==> config.mk <==
export PLATFORM = sky130hd
export DESIGN_NAME = sm4_key_expand
export DESIGN_NICKNAME = d
export VERILOG_FILES = /design/src/rtl/sm4_key_expand.sv
export SDC_FILE = /design/constraint.sdc
export NUM_CORES = 2
export LEC_CHECK = 0
export BUFFER_PORTS_ARGS = -buffer_cell sky130_fd_sc_hd__buf_2
export CAP_MARGIN = 20
export CORE_AREA = 5 5 340 342
export CTS_CLUSTER_DIAMETER = 200
export DETAILED_ROUTE_END_ITERATION = 16
export DIE_AREA = 0 0 345 347
export PLACE_DENSITY = 0.78
export RECOVER_POWER = 25
export SYNTH_ARGS = -nofsm -noshare
export SYNTH_HDL_FRONTEND = slang
export SYNTH_SLANG_ARGS = --single-unit
export TNS_END_PERCENT = 10
==> constraint.sdc <==
create_clock -name clk -period 14.09 [get_ports clk]
set_input_delay 2.1135 -clock clk [delete_from_list [all_inputs] [get_ports clk]]
set_output_delay 2.1135 -clock clk [all_outputs]
set_load 0.05 [all_outputs]
==> src/rtl/sm4_key_expand.sv <==
// Iterative SM4 key schedule: one round key per clock into a 32x32 file.
// Optional SM4_KEYEXP_DEC_EN adds a 'dec' input that reverses the read index.
// Handshake: start is taken only in IDLE; rk_valid marks a one-cycle beat.

module sm4_sbox (
    input  logic [7:0] in_i,
    output logic [7:0] out_o
);
    localparam logic [7:0] SBOX [256] = '{
        8'hd6, 8'h90, 8'he9, 8'hfe, 8'hcc, 8'he1, 8'h3d, 8'hb7, 8'h16, 8'hb6, 8'h14, 8'hc2, 8'h28, 8'hfb, 8'h2c, 8'h05,
        8'h2b, 8'h67, 8'h9a, 8'h76, 8'h2a, 8'hbe, 8'h04, 8'hc3, 8'haa, 8'h44, 8'h13, 8'h26, 8'h49, 8'h86, 8'h06, 8'h99,
        8'h9c, 8'h42, 8'h50, 8'hf4, 8'h91, 8'hef, 8'h98, 8'h7a, 8'h33, 8'h54, 8'h0b, 8'h43, 8'hed, 8'hcf, 8'hac, 8'h62,
        8'he4, 8'hb3, 8'h1c, 8'ha9, 8'hc9, 8'h08, 8'he8, 8'h95, 8'h80, 8'hdf, 8'h94, 8'hfa, 8'h75, 8'h8f, 8'h3f, 8'ha6,
        8'h47, 8'h07, 8'ha7, 8'hfc, 8'hf3, 8'h73, 8'h17, 8'hba, 8'h83, 8'h59, 8'h3c, 8'h19, 8'he6, 8'h85, 8'h4f, 8'ha8,
        8'h68, 8'h6b, 8'h81, 8'hb2, 8'h71, 8'h64, 8'hda, 8'h8b, 8'hf8, 8'heb, 8'h0f, 8'h4b, 8'h70, 8'h56, 8'h9d, 8'h35,
        8'h1e, 8'h24, 8'h0e, 8'h5e, 8'h63, 8'h58, 8'hd1, 8'ha2, 8'h25, 8'h22, 8'h7c, 8'h3b, 8'h01, 8'h21, 8'h78, 8'h87,
        8'hd4, 8'h00, 8'h46, 8'h57, 8'h9f, 8'hd3, 8'h27, 8'h52, 8'h4c, 8'h36, 8'h02, 8'he7, 8'ha0, 8'hc4, 8'hc8, 8'h9e,
        8'hea, 8'hbf, 8'h8a, 8'hd2, 8'h40, 8'hc7, 8'h38, 8'hb5, 8'ha3, 8'hf7, 8'hf2, 8'hce, 8'hf9, 8'h61, 8'h15, 8'ha1,
        8'he0, 8'hae, 8'h5d, 8'ha4, 8'h9b, 8'h34, 8'h1a, 8'h55, 8'had, 8'h93, 8'h32, 8'h30, 8'hf5, 8'h8c, 8'hb1, 8'he3,
        8'h1d, 8'hf6, 8'he2, 8'h2e, 8'h82, 8'h66, 8'hca, 8'h60, 8'hc0, 8'h29, 8'h23, 8'hab, 8'h0d, 8'h53, 8'h4e, 8'h6f,
        8'hd5, 8'hdb, 8'h37, 8'h45, 8'hde, 8'hfd, 8'h8e, 8'h2f, 8'h03, 8'hff, 8'h6a, 8'h72, 8'h6d, 8'h6c, 8'h5b, 8'h51,
        8'h8d, 8'h1b, 8'haf, 8'h92, 8'hbb, 8'hdd, 8'hbc, 8'h7f, 8'h11, 8'hd9, 8'h5c, 8'h41, 8'h1f, 8'h10, 8'h5a, 8'hd8,
        8'h0a, 8'hc1, 8'h31, 8'h88, 8'ha5, 8'hcd, 8'h7b, 8'hbd, 8'h2d, 8'h74, 8'hd0, 8'h12, 8'hb8, 8'he5, 8'hb4, 8'hb0,
        8'h89, 8'h69, 8'h97, 8'h4a, 8'h0c, 8'h96, 8'h77, 8'h7e, 8'h65, 8'hb9, 8'hf1, 8'h09, 8'hc5, 8'h6e, 8'hc6, 8'h84,
        8'h18, 8'hf0, 8'h7d, 8'hec, 8'h3a, 8'hdc, 8'h4d, 8'h20, 8'h79, 8'hee, 8'h5f, 8'h3e, 8'hd7, 8'hcb, 8'h39, 8'h48
    };

    assign out_o = SBOX[in_i];
endmodule

module sm4_key_expand (
    input  logic         clk,
    input  logic         rst_n,
    input  logic         start,
    input  logic [127:0] MK,
`ifdef SM4_KEYEXP_DEC_EN
    input  logic         dec,
`endif
    output logic         busy,
    output logic         done,
    output logic         key_ready,
    output logic         rk_valid,
    output logic [4:0]   rk_idx,
    output logic [31:0]  rk_out,
    input  logic [4:0]   rd_addr,
    output logic [31:0]  rd_rk
);
    localparam logic [127:0] FK = 128'hA3B1BAC6_56AA3350_677D9197_B27022DC;

    typedef enum logic [1:0] {S_IDLE, S_RUN, S_DONE} state_t;

    state_t        state_q, state_d;
    logic [127:0]  k_q;
    logic [4:0]    cnt_q;
    logic          busy_q, done_q, key_ready_q, rk_valid_q;
    logic [4:0]    rk_idx_q;
    logic [31:0]   rk_out_q;
    logic [31:0]   file_q [32];

    logic          accept, last_round;
    logic [7:0]    ck_base;
    logic [31:0]   ck, t, tau, rk;

    assign accept     = (state_q == S_IDLE) && start;
    assign last_round = (state_q == S_RUN) && (cnt_q == 5'd31);

    // CK byte j of round i is 7*(4i+j) mod 256, so bytes step by 7 from 28*i.
    assign ck_base = {1'b0, cnt_q, 2'b00} * 8'd7;
    assign ck      = {ck_base, ck_base + 8'd7, ck_base + 8'd14, ck_base + 8'd21};
    assign t       = k_q[95:64] ^ k_q[63:32] ^ k_q[31:0] ^ ck;

    for (genvar g = 0; g < 4; g++) begin : g_sbox
        sm4_sbox u_sbox (
            .in_i  (t[31-8*g -: 8]),
            .out_o (tau[31-8*g -: 8])
        );
    end

    assign rk = k_q[127:96] ^ tau ^ {tau[18:0], tau[31:19]} ^ {tau[8:0], tau[31:9]};

    always_comb begin
        state_d = state_q;
        case (state_q)
            S_IDLE:  if (start) state_d = S_RUN;
            S_RUN:   if (cnt_q == 5'd31) state_d = S_DONE;
            S_DONE:  state_d = S_IDLE;
            default: state_d = S_IDLE;
        endcase
    end

    always_ff @(posedge clk or negedge rst_n) begin
        if (!rst_n) begin
            state_q     <= S_IDLE;
            k_q         <= '0;
            cnt_q       <= '0;
            busy_q      <= 1'b0;
            done_q      <= 1'b0;
            key_ready_q <= 1'b0;
            rk_valid_q  <= 1'b0;
            rk_idx_q    <= '0;
            rk_out_q    <= '0;
            for (int i = 0; i < 32; i++) file_q[i] <= '0;
        end else begin
            state_q    <= state_d;
            rk_valid_q <= (state_q == S_RUN);
            done_q     <= last_round;
            if (accept) begin
                k_q         <= MK ^ FK;
                cnt_q       <= '0;
                busy_q      <= 1'b1;
                key_ready_q <= 1'b0;
            end else if (state_q == S_RUN) begin
                file_q[cnt_q] <= rk;
                k_q           <= {k_q[95:0], rk};
                rk_out_q      <= rk;
                rk_idx_q      <= cnt_q;
                cnt_q         <= cnt_q + 5'd1;
                if (last_round) begin
                    busy_q      <= 1'b0;
                    key_ready_q <= 1'b1;
                end
            end
        end
    end

    assign busy      = busy_q;
    assign done      = done_q;
    assign key_ready = key_ready_q;
    assign rk_valid  = rk_valid_q;
    assign rk_idx    = rk_idx_q;
    assign rk_out    = rk_out_q;

`ifdef SM4_KEYEXP_DEC_EN
    // Reversed index lets decryption walk the same 0..31 address sequence.
    assign rd_rk = dec ? file_q[~rd_addr] : file_q[rd_addr];
`else
    assign rd_rk = file_q[rd_addr];
`endif
endmodule

==> results.ini <==
[status]
status=finished, violations left
violations=max-capacitance violations, max-slew violations

[placed_design]
post-dp-hpwl_um=160000
placedCellCount=8395
dp_slack_ns=6.38
port_buffers=208
place_area_um2=69200
globalplace.congestion=1.04

[setup_path]
worst_setup_path_end_kind=register
arrival_ns=10.28
worst_ep_required_time_ns=14.73
crit_path_cell_trace=nand2b_1, clkinvlp_2, buf_4, nor2_4, buf_4, a22oi_1, nand2_1
worst-path-max-fanout=100
critPathBufInv=3
crit_family=buffers and inverters
rrSetupSlack_ns=4.44
cpPeakStageDelay_ns=3.49
critPathKind=reg2reg
crit_top_cell=buf_4
cp-start-kind=register
cp_slowest_cell=clkinvlp_2

[drt]
detail_route.wl_per_cell_um=29.6
antenna_left=0
vias_per_cell=7.02
vias=60632
wl_um=255000
drt_pre_antenna_iters=12
drc=0
initialDrtViolationCount=9421

[timing]
tightest_slew_ns=4.08
finalSetupViolations=0
rsz0062_at_grt=no
fmax_mhz=104
fin_ws_ns=4.44
min_period_ns=9.65
slew_headroom=-1.72
hold_viol_final=0
slew_viol_final=645
fin_skew_ns=0.0670
finalSetupTns_ns=0
fin_crit_sh=0.685

[grt]
grt_overflow=0
grt_first_pass_wirelength_um=382000
grt_use_total=0.417
grt_pass1_vias=59800
antenna_found_initial=13
grt_max_degree=172

[cts]
clock-sinks=1200
post_cts.repair.setup_buffers=0
root_buffer=clkbuf_16
clkLatencyLatePin_ns=0.77
cts_max_level=3
clk_pin_slew_ns=0.07
cts_resized=0
cts_tree=done
cts_inserted_buffers=120
cts_hold_buf=0
clk_path_buf_depth=3

[yosys]
synth_area_leaders=dfrtp_1 (45%), nand2_1 (12%), mux4_2 (11%)
synth_cell_types=96
synthXorXnorAreaFrac=0.0358
dominantRegCellSynth=dfrtp_1
netlist_area_um2=66900
yosysWarnings=0
synth_seq_cells=1200
yosysSeqAreaShare=0.449
yosys.area.top_type=dfrtp_1
synth_mux_area_frac=0.121
synth_top_area_share=0.449
synthArstFlopShare=1.00
synth-simple-area-share=0.164
synth_top_family_by_area=compound AO/OA/AOI/OAI gates
synth.avg_cell_area_um2=9.32
netlist_instances=7180
synthesis.nets=7383
synth_edf_count=0
synth_compound_area_frac=0.172
synth_fa_ha_area_frac=0.0131

[floorplanning]
core_area_um2=112000
start_util=0.597
die_h_um=347
die-area_um2=120000
die_w_um=345
rows=123
io_pins=209

[layout]
postLayoutCellArea_um2=73700
final_cells=8634
nets=7229
drive_gt1_frac=0.148
area_growth_pct=10.2

[run]
drv_cap=10

[hold_path]
hold_path.class=reg2reg

==> Yosys cell counts (all sizes together) (23+ instances only) <==
master	instances
a311oi	53
a31oi	65
a22oi	67
dfrtp	1200
nor3	91
a221oi	38
buf	223
nand2	2182
a21oi	205
a221o	65
o22ai	26
mux2i	36
mux4	326
ha	62
inv	38
o21ai	871
o31ai	28
o2111ai	23
nor2	280
and2	27
o311ai	43
nand3	102
mux2	37
a211oi	46
o221ai	28
xor2	55
o211ai	76
clkbuf	461
xnor2	120
==> worst paths after layout <==
path	from	endpoint	cells past startpoint
min in group asynchronous	rst_n	file_q[272]$_DFFE_PN0P_	1
max	state_q[1]$_DFFE_PN0P_	k_q[23]$_DFFE_PN0P_	7
max in group asynchronous	rst_n	k_q[116]$_DFFE_PN0P_	4
max reg2reg	state_q[1]$_DFFE_PN0P_	k_q[23]$_DFFE_PN0P_	7
min reg2reg	file_q[949]$_DFFE_PN0P_	file_q[949]$_DFFE_PN0P_	2
min	file_q[949]$_DFFE_PN0P_	file_q[949]$_DFFE_PN0P_	2
==> cell type report <==
class / count / area, um^2
clock buffers: 172 / 3580
well taps: 1500 / 1880
fillers: 8694 / 38300
inverters: 41 / 155
multi-input cells: 5255 / 34600
flip-flops and latches: 1200 / 30000
clock inverters: 54 / 855
diodes: 4 / 10.0
repair buffers: 408 / 2650
==> logic make-up after synthesis <==
| kind of cell | count (synthesis) |
|---|---|
| AOI/OAI and AO/OA | 1814 |
| xor gates and xnor gates | 202 |
| adders and majority gates | 67 |
| buffers and inverters | 725 |
| DFF | 1200 |
| muxes | 399 |
| and+or+nand+nor | 2773 |
==> state kept, by name, indices dropped and copies added (netlist names) <==
name and flops:
file_q 1024, k_q 128, rk_out 32, cnt_q 5, rk_idx 5, state_q 2
busy 1, done 1, key_ready 1, rk_valid 1
==> through the flow <==
step / util / hold WS (ns)
4_1_cts: 0.657 / 0.474
5_1_grt: 0.658 / 0.489
3_3_place_gp: 0.617 / 0.452
3_5_place_dp: 0.618 / 0.458
2_1_floorplan: - / 0.440
6_report: 0.658 / 0.474
==> cells in the final DEF (no fill, tap or decap), drive strengths merged, types with 26 or more instances in the layout <==
master | synthesis | layout
nand2 | 2182 | 2182
dfrtp | 1200 | 1200
o21ai | 871 | 871
buf | 223 | 357
mux4 | 326 | 326
nor2 | 280 | 280
clkbuf | 461 | 223
a21oi | 205 | 205
xnor2 | 120 | 120
nand3 | 102 | 102
nor3 | 91 | 91
o211ai | 76 | 76
a22oi | 67 | 67
a221o | 65 | 65
a31oi | 65 | 65
ha | 62 | 62
xor2 | 55 | 55
a311oi | 53 | 53
a211oi | 46 | 46
inv | 38 | 44
o311ai | 43 | 43
a221oi | 38 | 38
mux2 | 37 | 37
mux2i | 36 | 36
o31ai | 28 | 28
o221ai | 28 | 28
and2 | 27 | 27
o22ai | 26 | 26
clkinv | 3 | 26
==> tightest hold or removal path: cells and delay by family, from the launching register on <==
| kind | cells | cell delay (ns) |
|---|---|---|
| flops | 1 | 0.34 |
| simple gates | 2 | 0.11 |
==> routing by layer <==
metal | track usage | part of all wire | up-vias
li1 | - | - | 25155
met1 | 0.557 | 0.36 | 29883
met2 | 0.625 | 0.44 | 4536
met3 | 0.122 | 0.13 | 1046
met4 | 0.223 | 0.066 | 12
met5 | 0 | 0.00033 | -
Power is not shown: default switching activity piles up to over one toggle a cycle in this logic, so the estimate is an artifact.
